<file path="src/rtl/adc_chain_ctrl.sv">
// Run controller for the CIC -> comp -> HB1 -> HB2 decimation chain: flush, settle-discard,
// rescale/saturate to DW_OUT bits and deliver on a single-register valid/ready output.
module adc_chain_ctrl #(
    parameter int DW_IN     = 35,
    parameter int DW_OUT    = 32,
    parameter int SHIFT     = 3,
    parameter int FLUSH_CYC = 64,
    parameter int CNT_W     = 16
) (
    input  logic                clk,
    input  logic                rstn,
    input  logic                cfg_en,
    input  logic [CNT_W-1:0]    cfg_discard_n,
    input  logic                ovr_clr,
    output logic                chain_rstn,
    input  logic                chain_vld_in,
    input  logic [DW_IN-1:0]    chain_dat_in,
    output logic                out_valid,
    input  logic                out_ready,
    output logic [DW_OUT-1:0]   out_data,
    output logic                sat_flag,
    output logic                overrun,
    output logic [CNT_W-1:0]    sample_cnt,
    output logic                busy
);

    localparam int FW = (FLUSH_CYC > 2) ? $clog2(FLUSH_CYC) : 1;

    typedef enum logic [1:0] {IDLE, FLUSH, SETTLE, RUN} state_t;

    state_t              state, next_state;
    logic [FW-1:0]       flush_cnt;
    logic [CNT_W-1:0]    disc_cnt;

    logic signed [DW_IN-1:0] shifted;
    logic [DW_IN-DW_OUT:0]   upper;
    logic                    fits;
    logic [DW_OUT-1:0]       sat_data;
    logic                    accept, xfer, load, drop;

    // Saturation: the value fits when every bit above the output sign bit matches it.
    assign shifted  = $signed(chain_dat_in) >>> SHIFT;
    assign upper    = shifted[DW_IN-1:DW_OUT-1];
    assign fits     = (&upper) | ~(|upper);
    assign sat_data = fits ? shifted[DW_OUT-1:0]
                    : (shifted[DW_IN-1] ? {1'b1, {(DW_OUT-1){1'b0}}}
                                        : {1'b0, {(DW_OUT-1){1'b1}}});

    assign accept = (state == RUN) && cfg_en && chain_vld_in;
    assign xfer   = out_valid && out_ready;
    assign load   = accept && (!out_valid || out_ready);
    assign drop   = accept && out_valid && !out_ready;
    assign busy   = (state != IDLE);

    always_comb begin
        next_state = state;
        case (state)
            IDLE:    if (cfg_en) next_state = FLUSH;
            FLUSH:   if (!cfg_en) next_state = IDLE;
                     else if (flush_cnt == FW'(FLUSH_CYC - 1))
                         next_state = (disc_cnt != '0) ? SETTLE : RUN;
            SETTLE:  if (!cfg_en) next_state = IDLE;
                     else if (chain_vld_in && disc_cnt == CNT_W'(1)) next_state = RUN;
            RUN:     if (!cfg_en) next_state = IDLE;
            default: next_state = IDLE;
        endcase
    end

    // NOTE: all state below is written with <= so every register samples pre-edge values.
    always_ff @(posedge clk) begin
        if (!rstn) begin
            state      <= IDLE;
            chain_rstn <= 1'b0;
            flush_cnt  <= '0;
            disc_cnt   <= '0;
            out_valid  <= 1'b0;
            out_data   <= '0;
            sat_flag   <= 1'b0;
            overrun    <= 1'b0;
            sample_cnt <= '0;
        end else begin
            state      <= next_state;
            chain_rstn <= (next_state == SETTLE) || (next_state == RUN);

            if (state == IDLE && cfg_en) begin
                disc_cnt  <= cfg_discard_n;
                flush_cnt <= '0;
            end else if (state == FLUSH) begin
                flush_cnt <= flush_cnt + 1'b1;
            end else if (state == SETTLE && chain_vld_in) begin
                disc_cnt <= disc_cnt - 1'b1;
            end

            if (xfer) sample_cnt <= sample_cnt + 1'b1;

            if (drop)         overrun <= 1'b1;
            else if (ovr_clr) overrun <= 1'b0;

            // Leaving for IDLE discards whatever sample is still pending.
            if (!cfg_en)   out_valid <= 1'b0;
            else if (load) out_valid <= 1'b1;
            else if (xfer) out_valid <= 1'b0;

            if (load) begin
                out_data <= sat_data;
                sat_flag <= ~fits;
            end
        end
    end

endmodule

</file>
<file path="config.mk">
export PLATFORM = sky130hd
export DESIGN_NAME = adc_chain_ctrl
export DESIGN_NICKNAME = d
export VERILOG_FILES = /design/src/rtl/adc_chain_ctrl.sv
export SDC_FILE = /design/constraint.sdc
export NUM_CORES = 1
export LEC_CHECK = 0
export BUFFER_PORTS_ARGS = -buffer_cell sky130_fd_sc_hd__buf_4
export CELL_PAD_IN_SITES_DETAIL_PLACEMENT = 0
export CELL_PAD_IN_SITES_GLOBAL_PLACEMENT = 2
export CORE_AREA = 2 2 107 109
export DETAILED_ROUTE_END_ITERATION = 16
export DIE_AREA = 0 0 109 111
export PLACE_DENSITY = 0.85
export SKIP_LAST_GASP = 1
export SLEW_MARGIN = 0
export SYNTH_ARGS = -nofsm -noshare
export SYNTH_HDL_FRONTEND = slang
export SYNTH_SLANG_ARGS = --single-unit
export TNS_END_PERCENT = 1
</file>
<file path="constraint.sdc">
create_clock -name clk -period 3.1 [get_ports clk]
set_input_delay 0.31 -clock clk [delete_from_list [all_inputs] [get_ports clk]]
set_output_delay 0.31 -clock clk [all_outputs]
set_load 0.005 [all_outputs]
</file>
# Yosys cells after proc, flatten, opt, wreduce, memory -nomap -nowiden
# Cells that the tools add are included.
[classes] n_reduce_logical=22 n_eq_ne=8 n_mux=15 n_addsub=3 bitwise=1
[op_table] op="16-bit two-way mux" count=3
[op_table] op="16-bit by 1-bit adder with 16-bit output, second input constant" count=1
[op_table] op="16-bit by 1-bit equality test with 1-bit output, second input constant" count=1
[op_table] op="16-bit nonzero test" count=1
[op_table] op="16-bit by 1-bit subtractor with 16-bit output, second input constant" count=1
[op_table] op="2-bit two-way mux" count=6
[op_table] op="1-bit logical AND" count=9
[op_table] op="2-bit equality test, second input constant" count=4
[op_table] op="2-bit case mux with 4 select lines" count=1
[op_table] op="2-bit nonzero test" count=4
[op_table] op="6-bit by 1-bit adder with 6-bit output, second input constant" count=1
[op_table] op="6-bit equality test, second input constant" count=1
[op_table] op="1-bit two-way mux" count=5
[op_table] op="2-bit AND reduction" count=2
[op_table] op="2-bit by 1-bit equality test with 1-bit output, second input constant" count=1
[op_table] op="1-bit zero test" count=2
[op_table] op="2-bit zero test" count=1
[op_table] op="1-bit logical OR" count=2
[op_table] op="2-bit inequality test, second input constant" count=1
[op_table] op="2-bit OR reduction" count=1
[op_table] op="1-bit NOT" count=1
[word_totals] inputBits=57 out_inout_bits=53 register_bits=75

# Depth between registers and ports, before layout
[logic_depth] ltp_word=7 depth_mapped=7

# Worst setup path after synthesis
# Ideal clock, no wire load.
[synth_path] path_kind="reg-to-reg" startpoint="register disc_cnt[9]" endpoint="register disc_cnt[15]" arrival_time_ps=1696 period_less_slack_ps=1770 path_slack_ps=1330 t_required_ps=3026 stages_incl_launch_ff=5 path_buffers=0 setup_ps=74 path_cell_list="dfxtp_1 -> or4_4 -> or3_4 -> or3_1 -> a31oi_1"
[synth_between] elab_chain_cells=4
[synth_lines] item="start: declaration" line_no="33" source="logic [CNT_W-1:0] disc_cnt;"
[synth_lines] item="start signal: assignment" line_no="86" source="disc_cnt <= cfg_discard_n;"
[synth_lines] item="start signal: assignment" line_no="91" source="disc_cnt <= disc_cnt - 1'b1;"
[synth_lines] item="16-bit by 1-bit subtractor with 16-bit output" line_no="91"
[synth_lines] item="16-bit two-way mux" line_no="90" source="end else if (state == SETTLE && chain_vld_in) begin"
[synth_lines] item="16-bit two-way mux" line_no="88" source="end else if (state == FLUSH) begin"
[synth_lines] item="16-bit two-way mux" line_no="85" source="if (state == IDLE && cfg_en) begin"
# No other way between the ends. The select of a mux whose other input is x is not followed.
# A chain may end at the register's enable or synchronous reset.

# Final worst setup path
[layout_path] startpoint="register disc_cnt[5]" endpoint="register disc_cnt[13]"
# Same word-level chain as after synthesis.

==> qor.yml <==
grt_first_pass_wirelength_um: 13400
crit_buf_inv: 0
max_cap_violations: 0
clk_pin_slew_worst_paths_ns: 0.06
routed_via_density: 4.78
crit_family: "simple AND/OR/NAND/NOR gates"
yosysSeqAreaShare_pct: 46.8
num-nets-final: 549
die_width_um: 109
synth_common_cells: "81 x nand2_1, 75 x dfxtp_1, 49 x a21oi_1, 27 x nor2_1, 22 x clkbuf_1"
clock-sinks: 75
synthFlopType: "dfxtp_1"
yosysTopAreaCellShare_pct: 46.8
grt-ovfl-total: 0
p_leak_uw: 0.00174
synth_edf_count: 0
setup_viol: 0
drv_slew: 0
synth_fp_nets: 453
cts-buffers-inserted: 9
peakVddDrop_v: 0.000334
critPathLaunchType: "flip-flop"
fin_skew_ns: 0.00446
yosysMostFrequentCell: "nand2_1"
routed_wl_um: 8250
drive_gt1_share_pct: 26.6
finalPower_uw: 2170
worstPathRequired_ns: 3.36
post_cts_buffers: 0
powerDensity_mw_per_mm2: 493
drcViolationCount: 0
fin_util_pct: 39.8
wl_per_cell_um: 13.0
multi_input_area_mm2: 0.00159
dp_hpwl_um: 5880
die_area_mm2: 0.0121
cts-resized-gates: 0
gp_congestion: 0.724
critPathKind: "reg -> reg"
synthDistinctLibCells: 45
n_antenna_cell: 0
grtUsageTotal_pct: 14.0
coreArea_mm2: 0.0111
synth-seq-cells: 75
syn_inst: 391
design.portCount: 110
post_synth.cell_area_avg_um2: 8.21
hold_class: "in -> reg"
clock_latency_ns: 0.33
crit_chain: "nor4_1, nand4_1, or3_2, a31oi_1"
syn_area_mm2: 0.00321
critical_path_arrival_ns: 2.31
io_buffer_count: 105
first_iter_violations: 171
netlist_top_cells_area: "dfxtp_1 47%, nand2_1 9.5%, a21oi_1 7.6%"
hold_viol_final: 0
synth-async-reset-ratio_pct: 0
setup_tns_ns: 0
cts-htree-levels: 3
grt_max_degree: 49
crit_slowest_cell: "nor4_1"
fmax_mhz: 486
cts_hold_buf: 0
tightest_slew_ns: 0.909
clk_path_buf_depth: 2
max_slew_margin_pct: 39.3
cp_slowest_stage_delay_ns: 0.61
antenna_left: 0
antenna_found_initial: 0
layout_min_cycle_time_ns: 2.06
root_buffer: "clkbuf_16"
worstPathMaxFanout: 6
yosys.area.top_type: "dfxtp_1"
grt_pass1_vias: 2767
yosys_warnings: 0
drtPass1Iterations: 4
post-route-period-util_pct: 66.3
rsz0062_at_grt: "no"
hold_slack_ns: 0.222
vias: 3034
status: "completed"
die_y_um: 111
cts_tree: "done"
area_delta_synth_final_pct: 37.2
fill_cells: 1147
seq_area_mm2: 0.00150
initial_core_util_pct: 29.0
rows: 39
cp-end-kind: "flip-flop"
==> logic make-up after synthesis <==
family,count (synthesis),synth area share (%)
simple gates,171,25.6
xor+xnor,23,6.28
other cells,1,0.117
mux,1,0.312
compound gates,85,15.3
buf+inv,30,3.63
flops,75,46.8
fa+ha+maj,5,1.95
==> path summary, 6_finish.rpt <==
kind / endpoint / slack (ns) / start / cells past startpoint
setup / recovery: disc_cnt[13] / 1.04 / disc_cnt[5] / 4
hold / removal: out_data[13] / 0.22 / chain_dat_in[16] / 3
setup reg to reg: disc_cnt[13] / 1.04 / disc_cnt[5] / 4
hold reg to reg: out_data[24] / 0.45 / out_data[24] / 2
==> placed cells by master (no fill, tap or decap), drive strengths merged, types with 2 or more instances in the layout <==
cell type and n:
nand3 8, and3 4, o211ai 2, a21oi 49
ha 5, or3 9, o21ai 17, nand4b 3
nand2b 2, inv 7, nor2b 2, a311oi 3
buf 108, a31oi 3, o31a 2, nor4 4
nand3b 2, clkbuf 15, xor2 14, a211oi 2
nor2 27, o21ba 2, nor3 6, or4 2
nand2 81, xnor2 9, and4 3, dfxtp 75
nand4 14
==> where the power goes <==
group          switching [uW]  internal, uW
combinational            78.4          83.3
clock                     376           629
sequential               22.1           983
total                     476          1690
==> flip-flops by register name, indices dropped and copies added (netlist names) <==
| name | count |
|---|---|
| chain_rstn | 1 |
| disc_cnt | 16 |
| flush_cnt | 6 |
| out_data | 32 |
| out_valid | 1 |
| overrun | 1 |
| sample_cnt | 16 |
| state | 2 |
==> worst reg2reg max path, stage by stage (launching register included) <==
cell and delay (ns):
dfxtp_1 0.35, nor4_1 0.61, nand4_1 0.36, or3_2 0.50, a31oi_1 0.17
==> layout make-up <==
type | instances | area share (%)
repair buffers | 108 | 18.4
inverters | 7 | 0.597
flip-flops and latches | 75 | 34.1
well taps | 143 | 4.06
clock buffers | 15 | 6.53
multi-input cells | 286 | 36.2
clock inverters | 1 | 0.114
==> through the flow <==
stage                     instances  instance area (um^2)  setup WS [ns]
after global placement          619                  4110           1.08
after global routing            635                  4400          0.804
after CTS                       635                  4400           1.01
after floorplan                 391                  3210           1.33
after detailed placement        619                  4110           1.04
final                           635                  4400           1.04
==> routing by layer <==
layer  vias up  share of wire (%)  track usage [%]
li1       1544                  -                -
met1      1395                 46             18.5
met2        83                 46             21.1
met3        12                6.2             4.35
met4         0                1.7             5.21
met5         -                  0                0
No activity file was read; power rests on OpenSTA's default activity.
